<file path="src/rtl/filter_sweep_ctrl.sv">
// filter_sweep_ctrl: steps the test-signal generator delay through a programmed
// range, fires one pulse per step, captures the signed peak of one filter
// channel over a fixed window and streams (delay, peak) to the readout.
module filter_sweep_ctrl #(
  parameter int SIZE_DELAY       = 8,
  parameter int SIZE_FILTER_DATA = 16,
  parameter int SETTLE_CYCLES    = 4,
  parameter int WINDOW_CYCLES    = 64
) (
  input  logic                               clk,
  input  logic                               reset,
  input  logic                               start,
  input  logic                               abort,
  input  logic [SIZE_DELAY-1:0]              cfg_delay_min,
  input  logic [SIZE_DELAY-1:0]              cfg_delay_max,
  input  logic [SIZE_DELAY-1:0]              cfg_delay_step,
  input  logic                               cfg_overlay,
  input  logic [2:0]                         cfg_chan_sel,
  input  logic [8*SIZE_FILTER_DATA-1:0]      filt_data,
  output logic                               test_overlay,
  output logic                               test_rate,
  output logic [SIZE_DELAY-1:0]              test_delay,
  output logic                               res_valid,
  input  logic                               res_ready,
  output logic [SIZE_DELAY-1:0]              res_delay,
  output logic signed [SIZE_FILTER_DATA-1:0] res_peak,
  output logic                               busy,
  output logic                               done
);

  localparam int CNT_MAX = (SETTLE_CYCLES > WINDOW_CYCLES) ? SETTLE_CYCLES : WINDOW_CYCLES;
  localparam int CNT_W   = $clog2(CNT_MAX + 1);
  localparam logic [CNT_W-1:0] SETTLE_LAST = CNT_W'(SETTLE_CYCLES - 1);
  localparam logic [CNT_W-1:0] WINDOW_LAST = CNT_W'(WINDOW_CYCLES - 1);

  typedef enum logic [2:0] {
    S_IDLE,
    S_ARM,
    S_FIRE,
    S_MEASURE,
    S_REPORT,
    S_DONE
  } state_t;

  state_t                               state_q, state_d;
  logic [CNT_W-1:0]                     cnt_q, cnt_d;
  logic [SIZE_DELAY-1:0]                cur_q, cur_d;
  logic [SIZE_DELAY-1:0]                max_q, max_d;
  logic [SIZE_DELAY-1:0]                step_q, step_d;
  logic [2:0]                           chan_q, chan_d;
  logic                                 ovl_q, ovl_d;
  logic [SIZE_DELAY-1:0]                delay_q, delay_d;
  logic signed [SIZE_FILTER_DATA-1:0]   peak_q, peak_d;
  logic [SIZE_DELAY-1:0]                rdelay_q, rdelay_d;
  logic signed [SIZE_FILTER_DATA-1:0]   rpeak_q, rpeak_d;

  logic signed [SIZE_FILTER_DATA-1:0]   chan_arr [8];
  logic signed [SIZE_FILTER_DATA-1:0]   sample;
  logic signed [SIZE_FILTER_DATA-1:0]   peak_upd;
  logic [SIZE_DELAY:0]                  next_sum;
  logic                                 last_step;

  // Running signed maximum; only a strictly greater sample replaces the peak.
  function automatic logic signed [SIZE_FILTER_DATA-1:0] peak_max(
    input logic signed [SIZE_FILTER_DATA-1:0] cur,
    input logic signed [SIZE_FILTER_DATA-1:0] smp
  );
    return (smp > cur) ? smp : cur;
  endfunction

  // The sweep ends when the next delay passes max or cannot be represented.
  function automatic logic sweep_last(
    input logic [SIZE_DELAY:0]   sum,
    input logic [SIZE_DELAY-1:0] dmax
  );
    return sum[SIZE_DELAY] || (sum[SIZE_DELAY-1:0] > dmax);
  endfunction

  // Unpack the eight filter channels so the selection is a plain array index.
  for (genvar k = 0; k < 8; k++) begin : g_unpack
    assign chan_arr[k] = filt_data[k*SIZE_FILTER_DATA +: SIZE_FILTER_DATA];
  end

  assign sample    = chan_arr[chan_q];
  assign peak_upd  = peak_max(peak_q, sample);
  assign next_sum  = {1'b0, cur_q} + {1'b0, step_q};
  assign last_step = sweep_last(next_sum, max_q);

  // Next-state and datapath update for the sweep sequencer.
  always_comb begin
    state_d  = state_q;
    cnt_d    = cnt_q;
    cur_d    = cur_q;
    max_d    = max_q;
    step_d   = step_q;
    chan_d   = chan_q;
    ovl_d    = ovl_q;
    delay_d  = delay_q;
    peak_d   = peak_q;
    rdelay_d = rdelay_q;
    rpeak_d  = rpeak_q;

    case (state_q)
      S_IDLE: begin
        if (start) begin
          state_d = S_ARM;
          cnt_d   = '0;
          cur_d   = cfg_delay_min;
          max_d   = cfg_delay_max;
          step_d  = (cfg_delay_step == '0) ? SIZE_DELAY'(1) : cfg_delay_step;
          chan_d  = cfg_chan_sel;
          ovl_d   = cfg_overlay;
          delay_d = cfg_delay_min;
        end
      end
      S_ARM: begin
        if (abort) begin
          state_d = S_DONE;
        end else if (cnt_q == SETTLE_LAST) begin
          state_d = S_FIRE;
        end else begin
          cnt_d = cnt_q + 1'b1;
        end
      end
      S_FIRE: begin
        if (abort) begin
          state_d = S_DONE;
        end else begin
          state_d = S_MEASURE;
          cnt_d   = '0;
          peak_d  = {1'b1, {(SIZE_FILTER_DATA-1){1'b0}}};
        end
      end
      S_MEASURE: begin
        if (abort) begin
          state_d = S_DONE;
        end else begin
          peak_d = peak_upd;
          if (cnt_q == WINDOW_LAST) begin
            state_d  = S_REPORT;
            rdelay_d = cur_q;
            rpeak_d  = peak_upd;
          end else begin
            cnt_d = cnt_q + 1'b1;
          end
        end
      end
      S_REPORT: begin
        if (abort) begin
          state_d = S_DONE;
        end else if (res_ready) begin
          if (last_step) begin
            state_d = S_DONE;
          end else begin
            state_d = S_ARM;
            cnt_d   = '0;
            cur_d   = next_sum[SIZE_DELAY-1:0];
            delay_d = next_sum[SIZE_DELAY-1:0];
          end
        end
      end
      S_DONE: begin
        state_d = S_IDLE;
      end
      default: begin
        state_d = S_IDLE;
      end
    endcase

    // Overlay is released for the done cycle and stays off while idle.
    if (state_d == S_DONE) begin
      ovl_d = 1'b0;
    end
  end

  // State and datapath registers; reset returns everything to idle with outputs cleared.
  always_ff @(posedge clk) begin
    if (!reset) begin
      state_q  <= S_IDLE;
      cnt_q    <= '0;
      cur_q    <= '0;
      max_q    <= '0;
      step_q   <= '0;
      chan_q   <= '0;
      ovl_q    <= 1'b0;
      delay_q  <= '0;
      peak_q   <= '0;
      rdelay_q <= '0;
      rpeak_q  <= '0;
    end else begin
      state_q  <= state_d;
      cnt_q    <= cnt_d;
      cur_q    <= cur_d;
      max_q    <= max_d;
      step_q   <= step_d;
      chan_q   <= chan_d;
      ovl_q    <= ovl_d;
      delay_q  <= delay_d;
      peak_q   <= peak_d;
      rdelay_q <= rdelay_d;
      rpeak_q  <= rpeak_d;
    end
  end

  assign test_overlay = ovl_q;
  assign test_delay   = delay_q;
  assign test_rate    = (state_q == S_FIRE);
  assign res_valid    = (state_q == S_REPORT);
  assign res_delay    = rdelay_q;
  assign res_peak     = rpeak_q;
  assign busy         = (state_q != S_IDLE);
  assign done         = (state_q == S_DONE);

endmodule
</file>
<file path="config.mk">
export PLATFORM = sky130hd
export DESIGN_NAME = filter_sweep_ctrl
export DESIGN_NICKNAME = d
export VERILOG_FILES = /design/src/rtl/filter_sweep_ctrl.sv
export SDC_FILE = /design/constraint.sdc
export NUM_CORES = 1
export LEC_CHECK = 0
export BUFFER_PORTS_ARGS = -buffer_cell sky130_fd_sc_hd__buf_2
export CAP_MARGIN = 20
export CELL_PAD_IN_SITES_DETAIL_PLACEMENT = 0
export CELL_PAD_IN_SITES_GLOBAL_PLACEMENT = 1
export CORE_AREA = 10 10 98 186
export CTS_CLUSTER_DIAMETER = 60
export DETAILED_ROUTE_END_ITERATION = 12
export DIE_AREA = 0 0 108 196
export PLACE_DENSITY_LB_ADDON = 0.1
export SLEW_MARGIN = 0
export SYNTH_ARGS = -nofsm -noshare
export SYNTH_HDL_FRONTEND = slang
export SYNTH_SLANG_ARGS = --single-unit
</file>
<file path="constraint.sdc">
create_clock -name clk -period 4.5 [get_ports clk]
set_input_delay 0.225 -clock clk [delete_from_list [all_inputs] [get_ports clk]]
set_output_delay 0.225 -clock clk [all_outputs]
set_load 0.01 [all_outputs]
</file>
## Word-level counts from Yosys, hierarchy flattened

Index checks and enable logic that the tools add are counted.

- Mux-type cells: 33
- Magnitude comparators: 3
- Eq/ne operators: 17
- Add/sub/neg operators: 2
- Reduce and logical (&&, ||, !) cells: 13
- Bitwise logic cells: 3

Operators with widths:

| operator | number |
|---|---|
| 16-bit two-way mux | 5 |
| 7-bit two-way mux | 9 |
| 16-bit binary-select mux with 3-bit select | 1 |
| 8-bit two-way mux | 5 |
| 7-bit case mux with 5 select lines | 1 |
| 16-bit case mux with 2 select lines | 1 |
| 3-bit two-way mux | 9 |
| 16-bit greater-than comparator | 1 |
| 2-bit != test (second input constant) | 8 |
| 8-bit case mux with 2 select lines | 1 |
| 3-bit case mux with 5 select lines | 1 |
| 10-bit AND reduction | 1 |
| 8-bit by 8-bit adder with 9-bit output | 1 |
| 3-bit equality test (second input constant) | 3 |
| 8-bit greater-than comparator | 1 |
| 8-bit zero test | 1 |
| 7-bit by 1-bit adder with 7-bit output (second input constant) | 1 |
| 7-bit by 2-bit equality test with 1-bit output (second input constant) | 1 |
| 7-bit by 6-bit equality test with 1-bit output (second input constant) | 1 |
| 3-bit by 2-bit equality test with 1-bit output (second input constant) | 2 |
| 3-bit AND reduction | 2 |
| 5-bit AND reduction | 1 |
| 5-bit nonzero test | 1 |
| 4-bit greater-or-equal comparator (second input constant) | 1 |
| 10 further kinds | 12 |

- Input bits: 161
- Output and inout bits: 37
- Bits in registers: 78
- Word-level logic and storage cells: 81

## Logic depth before layout (Yosys ltp)

Gate-level depths: netlist (run 1).

- Word-level depth: 9
- Depth in mapped cells: 14
- Depth with buffers taken out: 13

## Worst setup path before layout (run 1)

OpenSTA, ideal clock, no wires.

- Kind: register -> register
- Start: register chan_q[0]
- End: register peak_q[0]
- Setup time: 0.130 ns
- Slack: 0.997 ns
- Path buffers: 3
- Stages on the path, launching flop included: 14
- Data required time: 4.370 ns
- Arrival time: 3.373 ns
- Cell sequence: dfxtp_1 > clkbuf_1 > buf_2 > mux4_2 > mux2i_1 > inv_1 > ha_1 > nor2b_1 > o21ai_1 > a21boi_4 > o31a_2 > nor4_4 > buf_4 > o32ai_1

- Word-level cells in the longest chain between the ends: 8

RTL lines:

| element | line | text |
|---|---|---|
| start, declared | 50 | `logic [2:0] chan_q, chan_d;` |
| start signal, assigned | 196 | `chan_q <= chan_d;` |
| 3-bit inverter with 4-bit output (implied by the code) * | 84 | `assign sample = chan_arr[chan_q];` |
| 16-bit binary-select mux with 3-bit select * | 84 |  |
| 16-bit two-way mux (implied by the code) * (2 in a row) | 84 |  |
| 16-bit greater-than comparator | 68 | `return (smp > cur) ? smp : cur;` |
| 16-bit two-way mux * | 68 |  |
| 16-bit two-way mux * | 135 | `if (abort) begin` |
| 16-bit case mux with 2 select lines * | 103 | `case (state_q)` |
| end signal, assigned | 199 | `peak_q <= peak_d;` |
| end, declared | 53 | `logic signed [SIZE_FILTER_DATA-1:0] peak_q, peak_d;` |

Every way passes the cells marked *; elsewhere a longest branch is shown, timed or not. The select of a mux whose other input is x is not followed.
A chain may end at the register's enable or synchronous reset.

## Worst setup path in the final report (run 1)

- Start: register chan_q[1]
- End: register peak_q[0]

Same word-level chain as after synthesis.

==> flow_metrics.env, run 1 <==
export IMPL_status="finished, final reports clean"
export IMPL_cts_resized=0
export IMPL_grt_max_degree=64
export IMPL_yosysSeqAreaShare_pct=28.4
export IMPL_grt_pass1_wl_mm=36.9
export IMPL_slew_violations=0
export IMPL_fin_skew_ns=0.0103
export IMPL_area_growth_pct=26.6
export IMPL_track_usage_pct=23.1
export IMPL_slew_headroom_pct=38.9
export IMPL_clk_pin_slew_worst_paths_ns=0.06
export IMPL_htreeDepth=3
export IMPL_max_vdd_ir_drop_uv=184
export IMPL_ys_seq_elements=78
export IMPL_regArea_mm2=0.00156
export IMPL_nFillCells=1604
export IMPL_final_setup_worst_slack_ns=0.408
export IMPL_ys_flop_type="dfxtp_1"
export IMPL_postSynthCellCount=642
export IMPL_place_gp_congestion=0.928
export IMPL_pin_count=198
export IMPL_grt_pass1_vias=6214
export IMPL_die_w_um=108
export IMPL_cts_buffers=9
export IMPL_wl_per_cell_um=23.8
export IMPL_syn_nets=837
export IMPL_grt_overflow=0
export IMPL_drtAntennaViolNets=0
export IMPL_async_reset_ff_share_pct=0
export IMPL_yosys_area_top_type="dfxtp_1"
export IMPL_setup_violations=0
export IMPL_critPathRequiredTime_ns=4.74
export IMPL_yosys_warnings=0
export IMPL_r2r_end="peak_q[0]"
export IMPL_p_leak_nw=2.88
export IMPL_crit_path_start_kind="flip-flop"
export IMPL_hold_viol=0
export IMPL_clock_sinks=78
export IMPL_period_minus_slack_ns=4.09
export IMPL_die_h_um=196
export IMPL_dieArea_mm2=0.0212
export IMPL_synth_edff_count=0
export IMPL_total_power_mw=2.16
export IMPL_maxCapViolations=0
export IMPL_fmax_mhz=244
export IMPL_synth_area_mm2=0.00549
export IMPL_drive_gt1_share_pct=33.5
export IMPL_initial_core_util_pct=35.9
export IMPL_drt_pre_antenna_iters=5
export IMPL_antenna_found_initial=3
export IMPL_final_nets=1020
export IMPL_clk_insertion_delay_late_ns=0.34
export IMPL_worst_slew_pin_slew_ns=0.915
export IMPL_cp_startpoint="chan_q[1]"
export IMPL_routed_wl_mm=24.6
export IMPL_setup_tns_ns=0
export IMPL_coreArea_mm2=0.0153
export IMPL_hpwl_mm=20.6
export IMPL_crit_path_end="peak_q[0]"
export IMPL_synth_area_top_cells="dfxtp_1, mux4_2, nand2_1"
export IMPL_multi_input_comb_area_mm2=0.00358
export IMPL_ff2ff_setup_slack_ns=0.41
export IMPL_fin_crit_sh_pct=90.9
export IMPL_cts_setup_buffers=0
export IMPL_cp_end_kind="flip-flop"
export IMPL_drt_vias_per_instance=5.63
export IMPL_io_buffers=197
export IMPL_min_path_type="input port to flip-flop"
export IMPL_vias=5807
export IMPL_synth_cell_type_count=64
export IMPL_synth_avg_cell_area_um2=8.55
export IMPL_drc_errors=0
export IMPL_critPathKind="flip-flop to flip-flop"
export IMPL_drt_iter0_drc=201
export IMPL_worstRegToRegCells=11
export IMPL_clockBufferDepth=2
export IMPL_whs_path_depth=3
export IMPL_critPathMaxFanout=19
export IMPL_r2r_start="chan_q[1]"
export IMPL_p_per_area_mw_per_mm2=311
export IMPL_root_buffer="clkbuf_16"
export IMPL_row_count=64
export IMPL_dp_slack_ns=0.482
export IMPL_postCtsHoldBufs=0
export IMPL_cts_tree="built"
export IMPL_rsz0062_at_grt="false"
export IMPL_cp_arrival_ns=4.33
export IMPL_final_util_pct=45.4
export IMPL_yosysTopAreaCellShare_pct=28.4
-- worst min-delay path by stage --
stage / endpoint / slack, ns / startpoint
after global routing: chan_q[0] / 0.13 / cfg_chan_sel[0]
after global placement: res_delay[4] / 0.44 / res_delay[4]
final: chan_q[0] / 0.12 / cfg_chan_sel[0]
after floorplan: max_q[1] / 0.36 / cfg_delay_max[1]
after detailed placement: res_delay[2] / 0.45 / res_delay[2]
after CTS: chan_q[0] / 0.11 / cfg_chan_sel[0]
-- per-layer routing --
layer | up-vias | share of wire [%] | track usage, %
li1 | 2751 | - | -
met2 | 184 | 57 | 44.2
met3 | 58 | 3.7 | 3.87
met1 | 2814 | 34 | 21.4
met4 | 0 | 5.7 | 14.0
met5 | - | 0 | 0
-- flip-flops by register name, indices dropped and copies added (netlist names) --
register and flops:
test_overlay 1, test_delay 8, peak_q 16, chan_q 3
res_peak 16, cnt_q 7, state_q 3, step_q 8
res_delay 8, max_q 8
-- logic make-up (layout without fill, tap and decap cells) --
logic type	count (synthesis)	in the layout	share of synthesized area [%]
xor+xnor	6	6	0.957
fa+ha+maj	34	34	7.89
other cells	0	4	0
mux	51	51	16.6
flops	78	78	28.4
buf+inv	88	275	6.36
simple gates	223	223	19.2
compound gates	162	162	20.6
-- cell usage in the layout, fill, tap and decap left out, types with 7 or more instances in the layout --
cell type    n
nand4_1      7
dfxtp_1     77
mux4_2      32
buf_4       16
a21oi_1     55
o311ai_1    10
nor3_1       8
nand2_1    116
o32ai_1     16
nor2_1      32
clkbuf_16    9
mux2i_1     18
o211ai_1    18
a311oi_1     7
nand3_1     25
ha_1        33
buf_2      197
inv_1       45
o21ai_0     13
-- where the power goes --
| group | switching [mW] | internal (mW) | total (mW) | leakage, nW |
|---|---|---|---|---|
| Combinational | 0.404 | 0.308 | 0.712 | 2.12 |
| Clock | 0.301 | 0.372 | 0.673 | 0.121 |
| Sequential | 0.0506 | 0.722 | 0.773 | 0.634 |
| Total | 0.756 | 1.40 | 2.16 | 2.88 |
-- layout make-up --
cell class	instances	share of cell area (%)
tap	198	3.56
multi-input combinational	476	51.5
inverter	47	2.54
antenna	4	0.144
sequential	78	22.5
clock inverter	5	0.522
clock buffer	10	3.29
timing repair buffer	213	15.9
-- per-stage QoR --
stage | area (um2) | hold WS [ns] | instances
3_3_place_gp | 6670 | 0.443 | 1011
2_1_floorplan | 5490 | 0.361 | 642
6_report | 6950 | 0.118 | 1031
4_1_cts | 6930 | 0.110 | 1026
5_1_grt | 6950 | 0.128 | 1030
3_5_place_dp | 6670 | 0.449 | 1011
-- cell usage after synthesis (all sizes together) (3+ instances only) --
library cell,instances
nand2,116
dfxtp,78
a21oi,55
inv,45
ha,33
nor2,33
mux4,32
clkbuf,28
nand3,25
o211ai,19
mux2i,18
o32ai,16
o311ai,15
o21ai,14
buf,13
nor3,12
a311oi,7
nand4,7
nor4,7
a211oi,6
a21o,5
xnor2,5
nor2b,4
o22ai,4
or2,4
a31oi,3
nor3b,3
-- critical path, stage by stage, from the launching register on --
cell and delay, ns:
dfxtp_1 0.88, mux4_2 0.42, mux2i_1 0.44, inv_1 0.12, ha_1 0.39, nand4_1 0.20
nor3_2 0.29, a21boi_4 0.29, o31a_1 0.35, o211ai_2 0.23, buf_4 0.26, o32ai_1 0.12
Power figures use the tool's default switching activity.
==> inputs of run 2 (changes only) <==
CORE_AREA = 10 10 103 196   (was 10 10 98 186)
DIE_AREA = 0 0 113 206   (was 0 0 108 196)
clock period = 3.3 ns   (was 4.5 ns; I/O delays follow)
==> flow_metrics.env, run 2 (synthesized netlist as in run 1, its figures left out) <==
export IMPL_status="finished with violations"
export IMPL_violations="setup timing"
export IMPL_regArea_mm2=0.00157
export IMPL_r2r_start="chan_q[0]"
export IMPL_coreArea_mm2=0.0171
export IMPL_slew_violations=0
export IMPL_layout_commonest_cell="buf_2"
export IMPL_multi_input_comb_area_mm2=0.00398
export IMPL_max_vdd_ir_drop_uv=250
export IMPL_rsz0062_at_grt="true"
export IMPL_place_gp_congestion=0.787
export IMPL_grt_pass1_vias=6240
export IMPL_drt_pre_antenna_iters=4
export IMPL_critPathKind="flip-flop to flip-flop"
export IMPL_cp_arrival_ns=3.65
export IMPL_crit_path_end="peak_q[8]"
export IMPL_critPathMaxFanout=9
export IMPL_clockBufferDepth=2
export IMPL_crit_path_start_kind="flip-flop"
export IMPL_dp_slack_ns=-0.219
export IMPL_p_leak_nw=3.45
export IMPL_final_nets=1096
export IMPL_cts_buffers=9
export IMPL_cp_end_kind="flip-flop"
export IMPL_period_minus_slack_ns=3.42
export IMPL_r2r_end="peak_q[8]"
export IMPL_io_buffers=197
export IMPL_vias=5876
export IMPL_die_w_um=113
export IMPL_cp_startpoint="chan_q[0]"
export IMPL_fin_crit_sh_pct=104
export IMPL_diodes=0
export IMPL_mostFrequentLayoutCells="buf_2, nand2_1, dfxtp_1, buf_4, a21oi_1"
export IMPL_track_usage_pct=17.2
export IMPL_setup_violations=32
export IMPL_antenna_found_initial=0
export IMPL_row_count=68
export IMPL_postCtsHoldBufs=0
export IMPL_slew_headroom_pct=54.0
export IMPL_clock_sinks=78
export IMPL_critPathRequiredTime_ns=3.53
export IMPL_hpwl_mm=16.3
export IMPL_clk_pin_slew_worst_paths_ns=0.06
export IMPL_wl_per_cell_um=18.8
export IMPL_ff2ff_setup_slack_ns=-0.12
export IMPL_p_per_area_mw_per_mm2=417
export IMPL_nFillCells=1696
export IMPL_min_path_type="input port to flip-flop"
export IMPL_area_growth_pct=47.3
export IMPL_die_h_um=206
export IMPL_drtAntennaViolNets=0
export IMPL_grt_pass1_wl_mm=32.7
export IMPL_root_buffer="clkbuf_16"
export IMPL_cts_tree="built"
export IMPL_worst_slew_pin_slew_ns=0.689
export IMPL_hold_viol=0
export IMPL_holdWs_ns=0.0552
export IMPL_drc_errors=0
export IMPL_initial_core_util_pct=32.1
export IMPL_grt_max_degree=43
export IMPL_drt_iter0_drc=286
export IMPL_drive_gt1_share_pct=44.9
export IMPL_routed_wl_mm=20.9
export IMPL_fin_skew_ns=0.00604
export IMPL_maxCapViolations=0
export IMPL_drt_vias_per_instance=5.27
export IMPL_pin_count=198
export IMPL_fmax_mhz=292
export IMPL_worstRegToRegCells=15
export IMPL_clk_insertion_delay_late_ns=0.35
export IMPL_dieArea_mm2=0.0233
export IMPL_grt_overflow=0
export IMPL_final_setup_worst_slack_ns=-0.120
export IMPL_htreeDepth=3
==> run 2: changes by cell type in the layout (fill, tap and decap cells not counted), sizes merged <==
cell | previous run | this run
clkinv | 3 | 4
buf | 213 | 288
inv | 46 | 45
clkinvlp | 3 | 1
diode | 4 | 0
bufinv | 0 | 1
clkbuf | 10 | 12
==> run 2: layer usage <==
layer  vias up  part of all wire, %  track usage, %
met5         -                    0               0
met1      2734                   43            20.9
met4         0                  1.6            5.19
li1       2907                    -               -
met2       213                   48            27.7
met3        22                  8.2            6.22
==> run 2: area by class of cell <==
cell class | instances | share of cell area (%)
repair buffers | 289 | 22.4
well taps | 210 | 3.25
multi-input cells | 476 | 49.2
clock inverters | 4 | 0.588
flip-flops and latches | 78 | 19.4
inverters | 47 | 2.18
clock buffers | 11 | 3.00
==> run 2: worst min path at each step <==
stage,start,to,slack (ns),depth (start not counted)
floorplan,cfg_delay_max[1],max_q[1],0.30,2
global placement,cfg_delay_max[4],max_q[4],0.41,3
detailed placement,cfg_delay_max[4],max_q[4],0.42,3
CTS,cfg_delay_max[4],max_q[4],0.05,3
global route,cfg_delay_max[4],max_q[4],0.05,3
finish,cfg_delay_max[4],max_q[4],0.06,3
==> run 2: worst max-delay path, cell delays in order (launching register included) <==
cell and delay [ns]:
dfxtp_4 0.41, buf_12 0.14, buf_6 0.12, mux4_2 0.52
mux2i_2 0.20, inv_1 0.13, ha_4 0.29, nand4_1 0.10
nor3_2 0.26, a21boi_4 0.27, buf_6 0.13, nor4_4 0.04
buf_4 0.15, nor4_4 0.23, buf_6 0.20, o32ai_1 0.10
==> run 2: where the power goes <==
part           switching (mW)  internal [mW]  leakage [nW]
clock network           0.408          0.600         0.141
registers              0.0391          0.986         0.635
logic                   0.666          0.671          2.67
==> run 2: repair_timing <==
| action | 4_1_cts | 5_1_grt |
|---|---|---|
| gates resized for setup | 45 | 45 |
| setup buffers | 7 | 6 |
| setup endpoints to repair | 42 | 47 |
| cloned | 2 | 1 |
| pin swaps | 9 | 20 |
==> run 2: metrics by stage <==
stage / power, mW / instance area, um2 / std cells / TNS [ns] / util (%)
finish: 3.37 / 8090 / 1115 / -2.49 / 47.3
global route: 3.56 / 8090 / 1115 / -7.35 / 47.3
CTS: 3.30 / 7780 / 1108 / -2.44 / 45.5
detailed placement: 2.18 / 7190 / 1084 / -4.63 / 42.0
global placement: 2.17 / 7190 / 1084 / -4.03 / 42.0
floorplan: 1.69 / 5500 / 642 / 0 / -
